**src/rtl/fast_biquad_pkg.sv**
```systemverilog
// fast_biquad_pkg
// Shared sizing helpers and the output quantiser for the fast_biquad filter.
//   frac_bits  : number of fractional coefficient bits (Q2.F format).
//   acc_width  : accumulator width that holds any sum of five exact products.
//   round_sat  : round half up, arithmetic shift by F, clamp to the sample range.
package fast_biquad_pkg;

    // Wide working width for the quantiser; any accumulator is sign-extended into it.
    localparam int WIDE_W = 64;

    function automatic int frac_bits(input int coef_width);
        return coef_width - 2;
    endfunction

    function automatic int acc_width(input int sample_width, input int coef_width);
        return sample_width + coef_width + 3;
    endfunction

    // Result is a clamped value in WIDE_W bits; callers keep the low sample bits.
    function automatic logic signed [WIDE_W-1:0] round_sat(
        input logic signed [WIDE_W-1:0] acc,
        input int                       frac,
        input int                       sample_width
    );
        logic signed [WIDE_W-1:0] rounded;
        logic signed [WIDE_W-1:0] hi;
        logic signed [WIDE_W-1:0] lo;
        rounded = (acc + (64'sd1 <<< (frac - 1))) >>> frac;
        hi      = (64'sd1 <<< (sample_width - 1)) - 64'sd1;
        lo      = -(64'sd1 <<< (sample_width - 1));
        if (rounded > hi) begin
            rounded = hi;
        end else if (rounded < lo) begin
            rounded = lo;
        end
        return rounded;
    endfunction

endpackage

```
**src/rtl/fast_biquad_mac.sv**
```systemverilog
// biquad_mac
// Exact signed sum of three coefficient x sample products (combinational).
//   coef[0..2] : signed COEF_WIDTH coefficients
//   samp[0..2] : signed SAMPLE_WIDTH samples
//   sum        : signed ACC_WIDTH exact result
module biquad_mac #(
    parameter int SAMPLE_WIDTH = 8,
    parameter int COEF_WIDTH   = 16,
    parameter int ACC_WIDTH    = 27
) (
    input  logic signed [COEF_WIDTH-1:0]   coef [3],
    input  logic signed [SAMPLE_WIDTH-1:0] samp [3],
    output logic signed [ACC_WIDTH-1:0]    sum
);

    localparam int PROD_W = SAMPLE_WIDTH + COEF_WIDTH;

    logic signed [PROD_W-1:0] prod [3];

    genvar gi;
    generate
        for (gi = 0; gi < 3; gi++) begin : g_prod
            // Both operands signed and sized to PROD_W, so the product is exact.
            assign prod[gi] = coef[gi] * samp[gi];
        end
    endgenerate

    assign sum = ACC_WIDTH'(prod[0]) + ACC_WIDTH'(prod[1]) + ACC_WIDTH'(prod[2]);

endmodule

```
**src/rtl/fast_biquad.sv**
```systemverilog
// fast_biquad
// Two-stage pipelined direct-form-I biquad, one sample per clock, latency 2.
//   clk, reset          : clock and synchronous active-high reset
//   b0, b1, b2, a1, a2  : live signed Q2.(COEF_WIDTH-2) coefficients
//   in, in_valid        : input sample x[n] and its qualifier
//   out, out_valid      : saturated filtered sample y[n] and its qualifier
module fast_biquad
    import fast_biquad_pkg::*;
#(
    parameter int SAMPLE_WIDTH = 8,
    parameter int COEF_WIDTH   = 16
) (
    input  logic                           clk,
    input  logic                           reset,
    input  logic signed [COEF_WIDTH-1:0]   b0,
    input  logic signed [COEF_WIDTH-1:0]   b1,
    input  logic signed [COEF_WIDTH-1:0]   b2,
    input  logic signed [COEF_WIDTH-1:0]   a1,
    input  logic signed [COEF_WIDTH-1:0]   a2,
    input  logic signed [SAMPLE_WIDTH-1:0] in,
    input  logic                           in_valid,
    output logic signed [SAMPLE_WIDTH-1:0] out,
    output logic                           out_valid
);

    localparam int F     = frac_bits(COEF_WIDTH);
    localparam int ACC_W = acc_width(SAMPLE_WIDTH, COEF_WIDTH);

    logic signed [SAMPLE_WIDTH-1:0] x1_reg, x2_reg;
    logic signed [SAMPLE_WIDTH-1:0] y1_reg, y2_reg, out_reg;
    logic signed [ACC_W-1:0]        ff_reg;
    logic                           v1_reg, out_valid_reg;

    logic signed [COEF_WIDTH-1:0]   ff_coef [3];
    logic signed [SAMPLE_WIDTH-1:0] ff_samp [3];
    logic signed [COEF_WIDTH-1:0]   fb_coef [3];
    logic signed [SAMPLE_WIDTH-1:0] fb_samp [3];
    logic signed [ACC_W-1:0]        ff_next;
    logic signed [ACC_W-1:0]        fb_sum;
    logic signed [ACC_W-1:0]        acc_next;
    logic signed [SAMPLE_WIDTH-1:0] y_next;

    assign ff_coef[0] = b0;
    assign ff_coef[1] = b1;
    assign ff_coef[2] = b2;
    assign ff_samp[0] = in;
    assign ff_samp[1] = x1_reg;
    assign ff_samp[2] = x2_reg;

    // Feedback uses only two taps; the third slot is tied off.
    assign fb_coef[0] = a1;
    assign fb_coef[1] = a2;
    assign fb_coef[2] = '0;
    assign fb_samp[0] = y1_reg;
    assign fb_samp[1] = y2_reg;
    assign fb_samp[2] = '0;

    biquad_mac #(
        .SAMPLE_WIDTH (SAMPLE_WIDTH),
        .COEF_WIDTH   (COEF_WIDTH),
        .ACC_WIDTH    (ACC_W)
    ) u_ff_mac (
        .coef (ff_coef),
        .samp (ff_samp),
        .sum  (ff_next)
    );

    biquad_mac #(
        .SAMPLE_WIDTH (SAMPLE_WIDTH),
        .COEF_WIDTH   (COEF_WIDTH),
        .ACC_WIDTH    (ACC_W)
    ) u_fb_mac (
        .coef (fb_coef),
        .samp (fb_samp),
        .sum  (fb_sum)
    );

    // Subtract at full accumulator width rather than negating a1/a2:
    // negating -2.0 would not fit back into COEF_WIDTH bits.
    assign acc_next = ff_reg - fb_sum;
    assign y_next   = SAMPLE_WIDTH'(round_sat(WIDE_W'(acc_next), F, SAMPLE_WIDTH));

    always_ff @(posedge clk) begin
        if (reset) begin
            x1_reg        <= '0;
            x2_reg        <= '0;
            ff_reg        <= '0;
            v1_reg        <= 1'b0;
            y1_reg        <= '0;
            y2_reg        <= '0;
            out_reg       <= '0;
            out_valid_reg <= 1'b0;
        end else begin
            // Stage 1: feedforward sum and input history advance on valid samples only.
            if (in_valid) begin
                ff_reg <= ff_next;
                x2_reg <= x1_reg;
                x1_reg <= in;
            end
            v1_reg <= in_valid;

            // Stage 2: single-cycle recursion on the saturated outputs.
            if (v1_reg) begin
                out_reg <= y_next;
                y2_reg  <= y1_reg;
                y1_reg  <= y_next;
            end
            out_valid_reg <= v1_reg;
        end
    end

    assign out       = out_reg;
    assign out_valid = out_valid_reg;

endmodule

```
**config.mk**
```make
export PLATFORM = sky130hd
export DESIGN_NAME = fast_biquad
export DESIGN_NICKNAME = d
export VERILOG_FILES = /design/src/rtl/fast_biquad_pkg.sv /design/src/rtl/fast_biquad_mac.sv /design/src/rtl/fast_biquad.sv
export SDC_FILE = /design/constraint.sdc
export NUM_CORES = 2
export LEC_CHECK = 0
export CORE_ASPECT_RATIO = 0.8
export CORE_MARGIN = 2
export CORE_UTILIZATION = 30
export CTS_BUF_LIST = sky130_fd_sc_hd__clkbuf_8
export DETAILED_ROUTE_END_ITERATION = 8
export MAX_ROUTING_LAYER = met4
export SYNTH_ARGS = -nofsm -noshare
export SYNTH_HDL_FRONTEND = slang
export SYNTH_HIERARCHICAL = 1
export SYNTH_SLANG_ARGS = --single-unit
```
**constraint.sdc**
```tcl
create_clock -name clk -period 16.3 [get_ports clk]
set_input_delay 1.63 -clock clk [delete_from_list [all_inputs] [get_ports clk]]
set_output_delay 1.63 -clock clk [all_outputs]
set_load 0.005 [all_outputs]
```
==> metrics.cfg <==
[sta]
setup_ws_ns=5.13
fin_crit_ns=11.17
slew_headroom_pct=23.2
slew_violations=0
fin_setup_tns_ns=0
period_share_pct=68.5
finalSetupViolCount=0
finalHoldViolCount=0
max_clock_freq_ghz=0.0896
tightest_slew_ns=1.15
skew_ns=0.0105
rsz0062_at_grt=false

[cts]
cts.clk_slew.worst_paths_ns=0.08
cts_tree=done
cts_made_buffers=9
cts-root-buf=clkbuf_8
clkLatencyLatePin_ns=0.35
post-cts-setup-buffer-count=0
clkSinkCount=61
cts_buffer_depth=2
hold_buffers=0
ctsResizeCount=0
h-tree-depth=3

[cells_and_area]
largest_register_ffs=27
instances_no_fill=5098
area_delta_synth_final_pct=10.6
fin_util_pct=33.3
final_cell_mix=inv_1, fa_1, nand2_1
drive_above_1_share_pct=1.77
nets=4783
layout_commonest_cell=inv_1

[yosys]
synth-async-reset-ratio_pct=0
synth.top_cells.by_area=fa_1, inv_1, ha_1
ys.flop_type=dfxtp_1
yosysSeqAreaShare_pct=3.82
syn_area_um2=31900
synthCells=3450
yosysTopAreaCell=fa_1
synth_top_area_share_pct=51.4
yosys_warnings=6
synth_cell_types=93
synth_edf_count=0
ys_ff_latch=61
avgSynthCellArea_um2=9.26

[global_route]
grt_max_degree=55
grt_pass1_wl_um=133000
track_usage_pct=15.8
grt_overflow_total=0
antenna_found_initial=8
grt_pass1_vias=24421

[floorplanning]
io_pins=100
fp.dieW_um=369
die_h_um=296
initial_core_util_pct=30.1
dieArea_um2=109000
fp-row-count=107
core_area_um2=106000

[setup_path]
cpPeakStageDelay_ns=0.65
worstSetupEndpointType=flop
startpoint_type=input port
worstPathArrival_ns=11.41
reg2reg_from=out[7]
cpMostUsedCell=fa_1
required_ns=16.54
cp_slowest_cell=clkdlybuf4s50_1
critical_path.max_fanout=9
crit_start=a1[5]
critical_path_class=in -> reg

[routing]
avgRoutedWirePerCell_um=15.5
firstDrtPassIters=5
totalWireLength_um=79300
vias=22200
post-route-drc-count=0
drtAntennaViolNets=0
drt_iter0_markers=1105
viasPerCell=4.35

[placement]
pre_cts_ws_ns=4.87
hpwl_um=69300
port_buffers=99
gp_congestion=0.881
dp.cells=5074

[flow_run]
maxCapViolCount=0

[min_path]
hp-start=ff_reg[0]
hold_class=reg -> reg

[outcome]
status=completed

## synth_stat cells (8+ instances only)
master,count
o21bai_1,9
and2_1,351
nor3_1,11
mux2i_1,54
nand3_1,20
nand4_1,18
o21a_1,11
xor2_1,20
nor2_1,148
a21oi_1,59
a21o_1,18
dfxtp_1,61
o21ai_0,28
xnor2_1,57
fa_1,820
o211ai_1,15
o21ai_1,9
a31oi_1,8
a211oi_1,8
nand2b_1,43
clkbuf_1,72
inv_1,912
ha_1,204
nand2_1,373
## worst max-delay path: cells and delay by family
kind	cells	cell delay, ns
compound gates	8	1.77
fa+ha+maj	9	4.08
xor+xnor	1	0.38
buf+inv	6	1.04
simple gates	9	2.46
## cell families (layout without fill, tap and decap cells)
group,after synthesis,after routing,synth area share (%)
other,1,194,0.0117
AND/OR/NAND/NOR,1001,1001,15.7
flip-flops,61,61,3.82
AO/OA/AOI/OAI,232,232,5.31
multiplexers,54,54,1.69
buffers and inverters,999,1037,11.9
XOR/XNOR,78,78,2.16
adder cells (fa/ha/maj),1024,1024,59.4
## path summary, 6_finish.rpt
check	slack [ns]	to	depth (start not counted)
max reg2reg	6.01	out[4]	32
min	0.50	ff_reg[0]	2
min reg2reg	0.50	ff_reg[0]	2
max	5.13	out[7]	33
## area by class of cell
class	count	area [um2]
antenna	8	20.0
clock buffer	9	124
clock inverter	7	82.6
fill	11039	70700
inverter	914	3430
multi-input combinational	2575	27600
sequential	61	1220
tap	1417	1770
timing repair buffer	107	1040
## per-stage QoR
step | hold WS, ns | instance area (um2)
after global placement | 0.474 | 35100
after floorplan | 0.451 | 32600
after global routing | 0.521 | 35300
after detailed placement | 0.488 | 35100
final | 0.500 | 35300
after CTS | 0.511 | 35300
## per-layer routing
layer / vias to the layer above / share of wire, % / track usage [%]
li1: 10379 / - / -
met1: 11249 / 48 / 21.9
met2: 499 / 45 / 24.9
met3: 73 / 5.1 / 2.19
met4: 0 / 1.8 / 2.86
met5: - / 0 / -
Power is not shown: default switching activity piles up to over one toggle a cycle in this logic, so the estimate is an artifact.
